==> src/rtl/vend_dispense_arbiter.sv <==
// Round-robin arbiter that shares one dispense motor and one change unit among NLANE vend lanes.
// Keeps per-lane stock, refuses vends from empty lanes and parks in FAULT on a mechanism timeout.
module vend_dispense_arbiter #(
    parameter int NLANE      = 4,
    parameter int STOCK_W    = 4,
    parameter int STOCK_INIT = 10,
    parameter int TIMEOUT    = 15,
    localparam int LW        = (NLANE > 1) ? $clog2(NLANE) : 1
) (
    input  logic             clk,
    input  logic             rst,
    input  logic [NLANE-1:0] vend_req,
    input  logic [NLANE-1:0] vend_chg,
    output logic             motor_go,
    output logic [LW-1:0]    motor_lane,
    input  logic             motor_done,
    output logic             chg_go,
    input  logic             chg_done,
    output logic [NLANE-1:0] served,
    output logic [NLANE-1:0] refund,
    output logic [NLANE-1:0] empty,
    input  logic             restock_stb,
    input  logic [LW-1:0]    restock_lane,
    output logic             fault,
    input  logic             fault_clr,
    output logic             busy
);
    localparam int TW = $clog2(TIMEOUT + 1);

    typedef enum logic [2:0] {
        S_IDLE,
        S_DISP,
        S_CHG,
        S_DONE,
        S_FAULT
    } state_t;

    state_t             state, state_n;
    logic [NLANE-1:0]   pend, pend_n, pend_chg, pend_chg_n;
    logic [NLANE-1:0]   accept, refuse;
    logic [LW-1:0]      cur, last, grant_lane;
    logic               grant_found;
    logic [TW-1:0]      tmo_cnt;
    logic               tmo_hit;
    logic [STOCK_W-1:0] stock [NLANE];

    // First pending lane after the most recently served one, wrapping around.
    always_comb begin
        grant_found = 1'b0;
        grant_lane  = '0;
        for (int k = 1; k <= NLANE; k++) begin
            if (!grant_found && pend[(int'(last) + k) % NLANE]) begin
                grant_found = 1'b1;
                grant_lane  = LW'((int'(last) + k) % NLANE);
            end
        end
    end

    assign tmo_hit = (tmo_cnt == TW'(TIMEOUT - 1));

    // Handshake: a go output is a level held while its state is active; the matching done is
    // sampled only in that state and ends it at the next edge, winning over a same-cycle timeout.
    always_comb begin
        state_n = state;
        case (state)
            S_IDLE:  if (grant_found) state_n = S_DISP;
            S_DISP: begin
                if (motor_done)   state_n = pend_chg[cur] ? S_CHG : S_DONE;
                else if (tmo_hit) state_n = S_FAULT;
            end
            S_CHG: begin
                if (chg_done)     state_n = S_DONE;
                else if (tmo_hit) state_n = S_FAULT;
            end
            S_DONE:  state_n = S_IDLE;
            S_FAULT: if (fault_clr) state_n = S_IDLE;
            default: state_n = S_IDLE;
        endcase
    end

    // A lane that is still pending (including cur during DONE) ignores new requests.
    always_comb begin
        pend_n     = pend;
        pend_chg_n = pend_chg;
        accept     = '0;
        refuse     = '0;
        if (state == S_DONE) begin
            pend_n[cur]     = 1'b0;
            pend_chg_n[cur] = 1'b0;
        end
        for (int i = 0; i < NLANE; i++) begin
            accept[i] = vend_req[i] && !pend[i] && (stock[i] != '0);
            refuse[i] = vend_req[i] && !pend[i] && (stock[i] == '0);
            if (accept[i]) begin
                pend_n[i]     = 1'b1;
                pend_chg_n[i] = vend_chg[i];
            end
        end
    end

    always_ff @(posedge clk) begin
        if (rst) state <= S_IDLE;
        else     state <= state_n;
    end

    always_ff @(posedge clk) begin
        if (rst) begin
            pend     <= '0;
            pend_chg <= '0;
            cur      <= '0;
            last     <= LW'(NLANE - 1);
            refund   <= '0;
            tmo_cnt  <= '0;
            for (int i = 0; i < NLANE; i++) stock[i] <= STOCK_W'(STOCK_INIT);
        end else begin
            if (state_n != state)                      tmo_cnt <= '0;
            else if (state == S_DISP || state == S_CHG) tmo_cnt <= tmo_cnt + 1'b1;
            if (state == S_IDLE && grant_found) cur  <= grant_lane;
            if (state == S_DONE)                last <= cur;
            pend     <= pend_n;
            pend_chg <= pend_chg_n;
            refund   <= refuse;
            // Stock counts pending vends; a same-lane restock overrides the decrement.
            for (int i = 0; i < NLANE; i++) begin
                if (restock_stb && restock_lane == LW'(i)) stock[i] <= STOCK_W'(STOCK_INIT);
                else if (accept[i])                        stock[i] <= stock[i] - STOCK_W'(1);
            end
        end
    end

    always_comb begin
        served = '0;
        empty  = '0;
        if (state == S_DONE) served[cur] = 1'b1;
        for (int i = 0; i < NLANE; i++) empty[i] = (stock[i] == '0);
    end

    assign motor_go   = (state == S_DISP);
    assign chg_go     = (state == S_CHG);
    assign fault      = (state == S_FAULT);
    assign busy       = (state != S_IDLE);
    assign motor_lane = cur;

endmodule

==> config.mk <==
export PLATFORM = sky130hd
export DESIGN_NAME = vend_dispense_arbiter
export DESIGN_NICKNAME = d
export VERILOG_FILES = /design/src/rtl/vend_dispense_arbiter.sv
export SDC_FILE = /design/constraint.sdc
export NUM_CORES = 1
export LEC_CHECK = 0
export ABC_CLOCK_PERIOD_IN_PS = 2100
export CAP_MARGIN = 20
export CELL_PAD_IN_SITES_DETAIL_PLACEMENT = 0
export CELL_PAD_IN_SITES_GLOBAL_PLACEMENT = 2
export CORE_MARGIN = 1.5
export CORE_UTILIZATION = 32
export CTS_CLUSTER_SIZE = 16
export DETAILED_ROUTE_END_ITERATION = 10
export PLACE_DENSITY_LB_ADDON = 0.15
export SLEW_MARGIN = 15
export SYNTH_ARGS = -nofsm -noshare
export SYNTH_HDL_FRONTEND = slang
export SYNTH_SLANG_ARGS = --single-unit
==> constraint.sdc <==
create_clock -name clk -period 2.1 [get_ports clk]
set_input_delay 0.42 -clock clk [delete_from_list [all_inputs] [get_ports clk]]
set_output_delay 0.42 -clock clk [all_outputs]
set_load 0.03 [all_outputs]
==> results of run 1 <==
==> cells in the mapped netlist, types with 2 or more instances <==
library cell  instances
a211o_1               2
a21oi_1               5
a2bb2oi_1             3
a311oi_1              2
a31oi_1               3
and2_1                2
buf_2                 3
clkbuf_1              5
dfxtp_1              23
edfxtp_1             16
ha_1                  6
inv_1                18
mux2i_1               4
nand2_1              19
nand2b_1              5
nand3_1               4
nand3b_1              2
nor2_1               35
nor2b_1               3
nor3_1                8
nor3b_1               8
nor4_1                2
o21ai_0              11
o22a_1                2
or3_1                 3
or3b_2                2
xnor2_1              13
==> registers in the layout, indices dropped and copies added, names as in the netlist <==
| signal | cells |
|---|---|
| stock | 16 |
| pend | 4 |
| pend_chg | 4 |
| refund | 4 |
| tmo_cnt | 4 |
| state | 3 |
| last | 2 |
| motor_lane | 2 |
==> routing by layer <==
| metal | track usage [%] | vias up | share of wire, % |
|---|---|---|---|
| met5 | 0 | - | 0 |
| met4 | 4.77 | 0 | 1.9 |
| met3 | 3.07 | 7 | 3.0 |
| met2 | 21.4 | 34 | 43 |
| met1 | 20.3 | 790 | 53 |
| li1 | - | 882 | - |
==> where the power goes <==
part           internal [W]  switching, W  leakage, nW
sequential         0.000858     0.0000975        0.339
clock              0.000227      0.000253       0.0403
combinational      0.000240      0.000272        0.680
==> through the flow <==
step / instances / setup slack, ps / hold WS, ps / total power [W] / util [%]
after floorplan: 226 / 127 / 485 / 0.00129 / -
after global placement: 343 / 126 / 506 / 0.00150 / 40.8
after detailed placement: 343 / 84.6 / 514 / 0.00150 / 40.8
after CTS: 351 / 9.30 / 532 / 0.00197 / 42.0
after global routing: 352 / 22.4 / 594 / 0.00208 / 42.1
final: 352 / 110 / 533 / 0.00195 / 42.1
==> critical path, delay by kind of cell (launching register included) <==
| kind | cells | cell delay (ps) |
|---|---|---|
| flops | 1 | 420 |
| buf+inv | 2 | 500 |
| fa+ha+maj | 1 | 180 |
| simple gates | 1 | 190 |
==> cells by family (layout without fill, tap and decap cells) <==
| logic type | count (synthesis) | count (layout) | share of synthesized area [%] |
|---|---|---|---|
| AOI/OAI and AO/OA | 37 | 37 | 12.6 |
| adders and majority gates | 6 | 6 | 3.62 |
| and+or+nand+nor | 100 | 100 | 25.0 |
| DFF | 39 | 39 | 45.4 |
| buffers and inverters | 26 | 75 | 4.89 |
| xor gates and xnor gates | 13 | 13 | 5.49 |
| muxes | 5 | 5 | 3.02 |
==> worst paths after layout <==
path | to | slack, ps | cells past startpoint
max | empty[1] | 110 | 4
min | tmo_cnt[3] | 530 | 2
max reg2reg | stock[3][2] | 350 | 6
min reg2reg | tmo_cnt[3] | 530 | 2
==> layout make-up <==
| type | instances | area share (%) |
|---|---|---|
| multi-input cells | 161 | 39.4 |
| flip-flops and latches | 39 | 35.5 |
| repair buffers | 49 | 15.9 |
| well taps | 77 | 3.62 |
| clock buffers | 6 | 2.73 |
| inverters | 18 | 2.54 |
| clock inverters | 2 | 0.282 |
==> what timing repair did <==
item	in CTS	in global routing
gates cloned	0	0
buffers inserted	0	1
setup endpoints to repair	7	2
resized for setup	8	3
hold buffers	0	0
==> implementation parameters, run 1 <==
Parameter                              Value

Timing
  Highest clock rate    502 MHz
  Final hold vios    0
  Post-route clock skew    7.15 ps
  Final max-slew violation count    0
  Tightest Pin Transition    486 ps
  Final sum of negative setup slack    0 ps
  Setup repair after global routing missed its margin    no
  Minimum clock period after layout    1990 ps
  Portion of the clock cycle consumed by the worst path in the final layout    94.8%
  Slew margin rel.    67.3%
  Final setup viols    0

Placed design
  HPWL after detailed placement    3530 um
  Area after detailed placement    2580 um^2
  Number of I/O port buffers    33
  Weighted congestion reported at the end of routability-driven placement    0.744

Yosys
  Post-synthesis cell area    2070 um^2
  Unique cell type count in the Yosys netlist    44
  Flops & latches, synth    39
  Avg Cell Area, Syn    9.17 um^2
  Fraction of registers with async set/reset    0%
  Area fraction of the dominant cell type after synthesis    23.2%
  Syn Nets    248
  Number of synthesized flops with an enable pin    16
  Area leader, netlist    edfxtp_1
  Portion of the post-synthesis area used by sequential elements    45.4%
  Prevailing post-synth register cell    dfxtp_1
  Post-synthesis cell count    226
  Count of yosys warnings during synthesis    0
  Cell types with the largest area share after synthesis    edfxtp_1 (23%), dfxtp_1 (22%), nor2_1 (6.3%), xnor2_1 (5.5%), ha_1 (3.6%)

Final layout
  Commonest non-fill, non-tap cell in the layout    nor2_1
  Layout area overhead    28.3%
  Number of filler cells placed in the layout    668
  Ant diodes    0
  Post-route design area    2660 um^2
  Highest-count cells in the layout ignoring fill and taps    nor2_1 (35), buf_4 (22), clkdlybuf4s50_1 (21), dfxtp_1 (21), nand2_1 (19)
  Seq. cell area    943 um^2
  Share of post-route cells with drive strength above 1    14.5%
  Final net count    296
  Multi-input logic area    1050 um^2

Clock network
  Number of buffers on the longest clock path    2
  Library cell used as clock root buffer    clkbuf_8
  Clock net sink count    39
  Clock latency of the later-clocked register in the worst-skew pair    290 ps
  Number of clock buffers inserted by TritonCTS    5
  Clock-pin transition on the worst setup and hold timing paths    80 ps
  CTS tree    done
  Max H-tree Level    2

Global routing
  Total Routing Usage GR    14.2%
  Initial antenna violation count    0
  Global-route wire length before repair    7910 um
  Vias in the first global route    1647
  Largest net degree at the start of global routing    15
  GRT Residual Overflow    0

Setup path
  Cells along the critical path    inv_1 -> ha_1 -> nor3b_2 -> dlygate4sd2_1
  Worst setup path start    stock[1][0]
  CP startpoint kind    register
  Stage delay of the slowest cell on the critical path    420 ps
  Start-to-end type of the worst setup path    reg2out
  Setup crit end kind    primary output
  Signal arrival time at the worst endpoint    1570 ps
  Crit-path max FO    3
  Required @ worst endpoint    1680 ps
  Source of the worst register-to-register timing path    stock[3][0]
  Standard cell with the maximum stage delay on the critical path    edfxtp_1

Die
  Vertical extent of the die    83.5 um
  Standard-cell rows    29
  Die X    83.5 um
  Initial core utilization    32.8%
  Number of placed I/O pins    34
  Placeable core region    6310 um^2
  Die Outline Area    6970 um^2

Route
  Routed WL per cell    13.2 um
  Via density per instance    4.87
  Routed via count    1713
  Detailed Route WL    4660 um
  # DRC    0
  Post-route antenna net violation count    0
  DR iter-0 viols    44
  Count of TritonRoute iterations in the first routing pass    4

Hold path
  Hold/Removal Path Class    reg2reg
  Launch instance of the worst min-delay path    tmo_cnt[3]

Status
  Status    finished, final reports clean

Pwr
  Static Leakage    1.06 nW
  Peak ir drop on the vdd network    0.331 mV
  Power density over cell area    732 nW/um^2

Flow run
  Number of max-cap violations    0
(Power assumes the default switching activity.)
==> run 2, diff against run 1 <==
--- a/config.mk
+++ b/config.mk
@@ -13,7 +13,7 @@
 export CORE_UTILIZATION = 32
 export CTS_CLUSTER_SIZE = 16
 export DETAILED_ROUTE_END_ITERATION = 10
-export PLACE_DENSITY_LB_ADDON = 0.15
+export PLACE_DENSITY = 0.9
 export SLEW_MARGIN = 15
 export SYNTH_ARGS = -nofsm -noshare
 export SYNTH_HDL_FRONTEND = slang
==> implementation parameters, run 2 (same netlist as run 1, synthesis figures left out) <==
Parameter                              Value

Status
  Status    finished, final reports clean

Setup path
  Standard cell with the maximum stage delay on the critical path    or3b_4
  CP startpoint kind    register
  Cells along the critical path    inv_1 -> ha_1 -> or3b_4 -> inv_1 -> buf_4
  Stage delay of the slowest cell on the critical path    410 ps (about the same)
  Required @ worst endpoint    1680 ps (about the same)
  Setup crit end kind    primary output
  Crit-path max FO    3 (unchanged)
  Start-to-end type of the worst setup path    reg2out
  Top cell family by delay on the critical path    simple AND/OR/NAND/NOR gates
  Signal arrival time at the worst endpoint    1560 ps (about the same)
  Buffer and inverter count on the worst path    3 (+1)
  Cell repeated most along the worst path    inv_1

Timing
  Final max-slew violation count    0 (unchanged)
  Minimum clock period after layout    1980 ps (-7.72 ps)
  Final setup viols    0 (unchanged)
  Worst Hold Margin    535 ps (+1.68 ps)
  Final sum of negative setup slack    0 ps (unchanged)
  Setup repair after global routing missed its margin    no
  Slew margin rel.    62.1% (-5.1 points)
  Tightest Pin Transition    562 ps (+76.3 ps)
  Highest clock rate    504 MHz (+0.39%)
  Final hold vios    0 (unchanged)
  Portion of the clock cycle consumed by the worst path in the final layout    94.4% (-0.37 points)
  Post-route clock skew    7.21 ps (+0.0672 ps)

Clock network
  CTS tree    done
  Max H-tree Level    2 (unchanged)
  Library cell used as clock root buffer    clkbuf_8
  Clock latency of the later-clocked register in the worst-skew pair    290 ps (about the same)
  Clock-pin transition on the worst setup and hold timing paths    80 ps (about the same)
  Number of buffers on the longest clock path    2 (unchanged)
  Clock net sink count    39 (unchanged)
  Number of clock buffers inserted by TritonCTS    5 (unchanged)
  Cts hold-fix bufs    0 (unchanged)

Route
  # DRC    0 (unchanged)
  Post-route antenna net violation count    0 (unchanged)
  Count of TritonRoute iterations in the first routing pass    4 (unchanged)
  DR iter-0 viols    51 (+16%)
  Routed via count    1687 (-1.5%)
  Routed WL per cell    13.0 um (-1.9%)
  Via density per instance    4.79 (-1.5%)
  Detailed Route WL    4570 um (-1.9%)

Final layout
  Post-route non-filler standard cell count    352 (unchanged)
  Number of filler cells placed in the layout    658 (-1.5%)
  Register with the most flip-flops    stock
  Share of post-route cells with drive strength above 1    15.6% (+1.1 points)
  Final net count    296 (unchanged)
  Highest-count cells in the layout ignoring fill and taps    nor2_1 (35), buf_4 (22), clkdlybuf4s50_1 (21), dfxtp_1 (21), nand2_1 (19)
  Ant diodes    0 (unchanged)
  Commonest non-fill, non-tap cell in the layout    nor2_1
  Post-route design area    2720 um^2 (+2.4%)
  Number of flip-flops under the largest register name    16 (unchanged)
  Layout area overhead    31.4%

Die
  Die X    83.5 um (unchanged)
  Initial core utilization    32.8% (unchanged)
  Placeable core region    6310 um^2 (unchanged)
  Vertical extent of the die    83.5 um (unchanged)
  Die Outline Area    6970 um^2 (unchanged)
  Standard-cell rows    29 (unchanged)
  Number of placed I/O pins    34 (unchanged)

Global routing
  Vias in the first global route    1613 (-2.1%)
  Global-route wire length before repair    7760 um (-1.9%)
  GRT Residual Overflow    0 (unchanged)
  Initial antenna violation count    0 (unchanged)
  Largest net degree at the start of global routing    16 (+1)
  Total Routing Usage GR    14.0% (-0.24 points)

Pwr
  Peak ir drop on the vdd network    0.389 mV (+18%)
  Static Leakage    1.09 nW (+2.9%)
  Power density over cell area    812 nW/um^2 (+11%)

Placed design
  Weighted congestion reported at the end of routability-driven placement    0.806 (+8.4%)
  Total instance count after detailed placement    340 (-0.87%)
  Number of I/O port buffers    33 (unchanged)
  Area after detailed placement    2560 um^2 (-0.87%)
  HPWL after detailed placement    3510 um (-0.57%)

Flow run
  Number of max-cap violations    0 (unchanged)

Hold path
  Hold/Removal Path Class    reg2reg
-- run 2: worst min-delay path, cell delays in order, from the launching register on --
cell	delay (ps)
dfxtp_1	340
xnor2_1	70
nor2_1	80
-- run 2: routing by layer --
layer / global-route usage (%) / up-vias / wire, um
met1: 18.4 / 771 / 2210
met3: 3.86 / 5 / 189
met5: 0 / - / 0
met4: 3.58 / 0 / 51
li1: - / 880 / -
met2: 22.8 / 31 / 2120
-- run 2: path summary, 6_finish.rpt --
check / slack (ps) / from / depth (start not counted) / endpoint
max: 120 / stock[3][0] / 5 / empty[3]
min: 530 / tmo_cnt[3] / 2 / tmo_cnt[3]
max reg2reg: 380 / stock[3][0] / 6 / stock[3][2]
min reg2reg: 530 / tmo_cnt[3] / 2 / tmo_cnt[3]
-- run 2: report_power, final --
group          leakage, nW  internal [W]  switching (W)
logic                0.686      0.000250       0.000294
registers            0.339      0.000859      0.0000767
clock network       0.0654      0.000475       0.000256
-- run 2: stage by stage --
step / power, W / setup WS (ps) / utilization (%)
after floorplan: 0.00129 / 127 / -
after global placement: 0.00149 / 74.5 / 40.5
after detailed placement: 0.00149 / 31.7 / 40.5
after CTS: 0.00222 / 15.3 / 42.6
after global routing: 0.00234 / 36.3 / 43.1
final: 0.00221 / 118 / 43.1
-- run 2: layout make-up --
cell class	instances	area [um^2]	share of cell area, %
Multi-Input combinational cell	161	1060	38.9
Tap cell	77	96.3	3.54
Sequential cell	39	943	34.6
Clock inverter	2	60.1	2.20
Inverter	18	67.6	2.48
Timing Repair Buffer	49	424	15.6
Clock buffer	6	72.6	2.66
-- run 2: what timing repair did --
item | CTS | global route
buffers inserted | 1 | 3
setup endpoints to repair | 7 | 4
endpoints found under the hold margin | 0 | 0
gates resized for setup | 7 | 6
==> RTL change 1: new RTL, flow settings as in run 1 <==
The parameter `STOCK_W` goes from 4 to 6.
--- a/src/rtl/vend_dispense_arbiter.sv
+++ b/src/rtl/vend_dispense_arbiter.sv
@@ -2,7 +2,7 @@
 // Keeps per-lane stock, refuses vends from empty lanes and parks in FAULT on a mechanism timeout.
 module vend_dispense_arbiter #(
     parameter int NLANE      = 4,
-    parameter int STOCK_W    = 4,
+    parameter int STOCK_W    = 6,
     parameter int STOCK_INIT = 10,
     parameter int TIMEOUT    = 15,
     localparam int LW        = (NLANE > 1) ? $clog2(NLANE) : 1
Function: not settled (the Yosys comparison gave no result); the edit may change what the design does.
==> RTL change 1 against run 1 <==
- design area is 19% higher
- non-clock buffer count is 5 higher
- sequential cell count rose by 8
- final cell count up 19%
- sequential power up 15%
- synthesized area increased by 18%
- worst setup slack lost 0.093 ns
- via count up 19%
- combinational power fell by 20%
- routed wire length increased by 19%
- power rose by 12%
- critical endpoint is now empty[2]
- highest routed layer unchanged
==> RTL change 1: results (changes against run 1) <==
- Vias in the first global route: 1996 (+21%)
- Clock buf count: 7 (+1)
- First-pass DRT Iterations: 6 (+2)
- First DRT Iteration DRCs: 74 (+68%)
- DR WL met3: 238 um (+70%)
- EDFF count, synth: 24 (+8)
- Count of different cell masters after synthesis: 40 (-9.1%)
- Met2 usage: 22.1% (+0.62 points)
- Max_slew headroom: 68.4% (+1.1 points)
- Place WS: 0.131 ns (+0.0469 ns)
- GRT Resource Usage Total: 14.1% (-0.098 points)
- First-pass GRT wire length: 9180 um (+16%)
- Worst reg2reg endpoint: stock[2][2]
- Run status: complete, no violations
- Multi-input gates: 189 (+17%)
- WHS Endpoint: pend_chg[1]
- Hold Path Depth: 2 (unchanged)
- Register area: 1190 um^2 (+26%)
- Placer Congestion: 0.750 (+0.83%)
- Logic inverters: 21 (+3)
- Register area share after synthesis: 48.1% (+2.7 points)
- Multi-input gate share of the layout cell area: 37.6% (-1.8 points)
- # nets final: 343 (+16%)
- Top post-synthesis cells by count: nor2_1 (34), nand2_1 (26), edfxtp_1 (24)
- Max FO, Critical Path: 4 (+1)
- Max incr delay on CP: 0.45 ns (+0.03 ns)
- Layout cell share with drive strength beyond 1: 15.0% (+0.50 points)
- Synth area leaders: edfxtp_1 (29%), dfxtp_1 (19%), nor2_1 (5.2%)
- Clk_skew: 0.00559 ns (-0.00156 ns)
- Critical Path AT: 1.66 ns (+0.09 ns)
- Clk tree area frac: 3.37% (+0.35 points)
- Fin cells: 418 (+19%)
- Max reg flops: 24 (+8)
- Syn Nets: 287 (+16%)
- Peak VDD IR: 201 uV (-39%)
- Routed WL per cell: 13.2 um (-0.14%)
- HPWL Detailed: 4260 um (+21%)
- Setup crit start: stock[2][0]
- FF-to-FF setup slack: 0.33 ns (-0.02 ns)
- Non-clock buffer share: 15.0% (-0.94 points)
- Slowest CP cell: or4_4
- Dpl cells: 406 (+18%)
- Mapped Area: 2450 um^2 (+18%)
- Hold slack: 0.472 ns (-0.0613 ns)
- Syn Area/Cell: 9.37 um^2 (+2.1%)
- P_leak: 1.28 nW (+21%)
- Hold path startpoint: pend_chg[1]
- DR vias/cell: 4.89 (+0.43%)
- Fill count: 722 (+8.1%)
- Buffers excl. clock: 54 (+10%)
- CTS Sinks: 47 (+21%)
- DP Area: 3000 um^2 (+16%)
- Met1 Wirelength: 2690 um (+9.8%)
- M3 GR Usage: 3.11% (+0.048 points)
- Met2 routed WL: 2490 um (+25%)
RTL change 1: changes by cell type in the layout (fill, tap and decap cells not counted), sizes merged, moves of 4 or more:
cell    change
nand3      +11
a21oi       +9
buf         +4
o21ai       -7
xor2        +6
and3        +5
nand2       +7
edfxtp      +8
a31oi       +4
RTL change 1: report_power, final:
group	total, W	leakage, nW	switching (W)	internal (W)
logic	0.000412	0.797	0.000220	0.000192
clock network	0.000662	0.0524	0.000306	0.000357
registers	0.00110	0.428	0.0000714	0.00103
RTL change 1: kinds of logic after synthesis:
| logic type | share of synthesized area [%] |
|---|---|
| muxes | 1.33 |
| and+or+nand+nor | 24.4 |
| buffers and inverters | 4.08 |
| adders and majority gates | 4.59 |
| xor gates and xnor gates | 6.78 |
| DFF | 48.1 |
| AOI/OAI and AO/OA | 10.8 |
RTL change 1: worst max-delay path, delay by kind of cell (launching register included):
kind	cells	cell delay [ns]
and+or+nand+nor	2	0.54
DFF	1	0.40
buffers and inverters	3	0.27
adders and majority gates	1	0.15
RTL change 1: what timing repair did:
item / in CTS / in global routing
pin swaps: 0 / 1
setup endpoints to repair: 11 / 3
gates resized for setup: 12 / 7
hold buffers: 0 / 0
setup buffers: 2 / 2
RTL change 1: through the flow:
step | util (%) | total power [W]
floorplan | - | 0.00137
global placement | 41.0 | 0.00154
detailed placement | 41.0 | 0.00154
CTS | 42.6 | 0.00220
global route | 43.1 | 0.00229
finish | 43.1 | 0.00218
RTL change 1: worst max-delay path by stage:
stage | to | slack [ns] | cells after the start
after floorplan | fault | 0.27 | 3
after global placement | busy | 0.13 | 4
after detailed placement | busy | 0.13 | 4
after CTS | empty[2] | 0.004 | 6
after global routing | empty[2] | -0.10 | 6
final | empty[2] | 0.02 | 6
==> RTL change 2: new RTL, settings of run 1 <==
Without the edit above. Re-encode `state_t` (5 states) as one-hot, 5 bits wide.
--- a/src/rtl/vend_dispense_arbiter.sv
+++ b/src/rtl/vend_dispense_arbiter.sv
@@ -27,12 +27,12 @@
 );
     localparam int TW = $clog2(TIMEOUT + 1);
 
-    typedef enum logic [2:0] {
-        S_IDLE,
-        S_DISP,
-        S_CHG,
-        S_DONE,
-        S_FAULT
+    typedef enum logic [4:0] {
+        S_IDLE  = 5'b00001,
+        S_DISP  = 5'b00010,
+        S_CHG   = 5'b00100,
+        S_DONE  = 5'b01000,
+        S_FAULT = 5'b10000
     } state_t;
 
     state_t             state, state_n;
Function: same outputs for any inputs over 4 cycles, from zero or initial values and one cycle with rst high; so few cycles prove little.
==> RTL change 2 against run 1 <==
- the run now ends with design-rule violations left
- sequential cell count is 2 higher
- synthesized area is 4.3% higher
- sequential power is 2.6% lower
- critical path depth is 3 lower
- power is 4.3% lower
- worst setup slack worse by 0.0074 ns
- maximum frequency is 0.37% lower
- via count is 7.5% higher
- combinational power is 17% lower
- routed wire length is 7.1% higher
- design area is 4.4% higher
- die area is 4.2% higher
- first-iteration DRC count is 55% higher
- critical endpoint is now motor_lane[0]
==> RTL change 2: results (changes against run 1) <==
- H-Tree Depth: 2 (unchanged)
- Main synth FF type: dfxtp_1
- Register area share after synthesis: 45.3% (about the same)
- Failing checks: design-rule violations
- Fill count: 645 (-3.4%)
- Clock Path Buffers: 2 (unchanged)
- Synth area leaders: dfxtp_1 (23%), edfxtp_1 (22%), nand2_1 (5.0%)
- Top post-synthesis cells by count: nand2_1 (29), dfxtp_1 (25), inv_1 (24), nor2_1 (24), nor3_1 (17)
- Clk_skew: 0.00683 ns (-0.000317 ns)
- Placer Congestion: 0.733 (-1.4%)
- Fin cells: 370 (+5.1%)
- Syn Nets: 265 (+6.9%)
- Initial antenna violation count: 0 (unchanged)
- First-pass DRT Iterations: 7 (+3)
- Clock transition at path regs: 0.08 ns (about the same)
- Asr flop ratio synth: 0% (unchanged)
- Crit-path leading delay family: buffers and inverters
- Max FO, Critical Path: 8 (+5)
- Run status: complete, but fails checks
- Dpl cells: 357 (+4.1%)
- YS warnings: 0 (unchanged)
- Hold Crit Class: reg2reg
- GRT Resource Usage Total: 14.8% (+0.55 points)
- DRC viols: 1 (+1)
- # nets final: 314 (+6.1%)
- CTS root buf: clkbuf_8
- Input/output buffers: 33 (unchanged)
- DP Area: 2630 um^2 (+1.8%)
- CTS Buf Count: 5 (unchanged)
- Diode count: 0 (unchanged)
- First-pass GRT wire length: 8500 um (+7.4%)
- EDFF count, synth: 16 (unchanged)
- Largest net degree at the start of global routing: 13 (-2)
- Fin. max-slew vios: 0 (unchanged)
- Max incr delay on CP: 0.74 ns (+0.32 ns)
- P_leak: 1.13 nW (+7.0%)
- Count of different cell masters after synthesis: 46 (+4.5%)
- Largest registers: stock: 16 flops, state: 5 flops
- Post-Synthesis Cells: 243 (+7.5%)
- Final WL: 4990 um (+7.1%)
- Layout cell share with drive strength beyond 1: 16.7% (+2.2 points)
- Worst skew pair latency: 0.29 ns (about the same)
- Via count: 1842 (+7.5%)
- Peak VDD IR: 240 uV (-27%)
- Worst-Margin Slew: 0.414 ns (-0.0725 ns)
- HPWL Detailed: 3850 um (+9.1%)
- First DRT Iteration DRCs: 68 (+55%)
- Slowest CP cell: clkdlybuf4s50_1
-- RTL change 2: cell type report --
class / count / area, um^2 / area share (%)
multi-input combinational: 170 / 1100 / 39.5
sequential: 41 / 981 / 35.3
timing repair buffer: 50 / 433 / 15.6
tap: 77 / 96.3 / 3.47
inverter: 24 / 90.1 / 3.24
clock buffer: 7 / 76.3 / 2.75
clock inverter: 1 / 3.75 / 0.135
-- RTL change 2: final timing paths --
check / cells past startpoint / slack (ns) / start / endpoint
worst min register to register: 2 / 0.50 / pend_chg[1] / pend_chg[1]
worst max-delay path: 1 / 0.10 / motor_lane[0] / motor_lane[0]
worst min-delay path: 2 / 0.50 / pend_chg[1] / pend_chg[1]
worst max register to register: 4 / 0.24 / pend[2] / tmo_cnt[1]
-- RTL change 2: repair_timing --
action / 4_1_cts / 5_1_grt
pin swaps: 0 / 1
endpoints found under the hold margin: 0 / 0
hold buffers: 0 / 0
gates resized for setup: 4 / 8
gates cloned: 0 / 0
endpoints found under the setup margin: 6 / 6
buffers inserted: 4 / 1
-- RTL change 2: cells by family (layout without fill, tap and decap cells) --
| family | count (synthesis) | after routing | share of synthesized area (%) |
|---|---|---|---|
| AO/OA/AOI/OAI | 40 | 40 | 13.7 |
| XOR/XNOR | 13 | 13 | 5.26 |
| adder cells (fa/ha/maj) | 6 | 6 | 3.47 |
| buffers and inverters | 32 | 82 | 5.61 |
| flip-flops | 41 | 41 | 45.3 |
| multiplexers | 1 | 1 | 1.04 |
| AND/OR/NAND/NOR | 110 | 110 | 25.6 |
-- RTL change 2: per-stage QoR --
step	util [%]	TNS, ns	total power (W)	hold WS (ns)	worst slack (ns)
final	43.0	0	0.00186	0.499	0.102
after CTS	42.5	0	0.00187	0.504	0.00113
after floorplan	-	0	0.00120	0.445	0.124
after global placement	40.7	0	0.00137	0.488	0.175
after global routing	43.0	-0.0719	0.00197	0.544	-0.0302
after detailed placement	40.7	0	0.00136	0.492	0.138
-- RTL change 2: where the power goes --
| part | internal (W) | leakage (nW) | switching, W |
|---|---|---|---|
| clock network | 0.000232 | 0.0399 | 0.000275 |
| logic | 0.000199 | 0.739 | 0.000226 |
| registers | 0.000877 | 0.354 | 0.0000539 |
-- RTL change 2: metal layers --
layer | share of wire, % | wire, um | track usage, % | vias up
met4 | 0.76 | 38 | 4.02 | 0
li1 | - | - | - | 947
met2 | 45 | 2220 | 23.5 | 38
met1 | 49 | 2470 | 19.8 | 853
met3 | 5.1 | 255 | 3.99 | 4
met5 | 0 | 0 | 0 | -
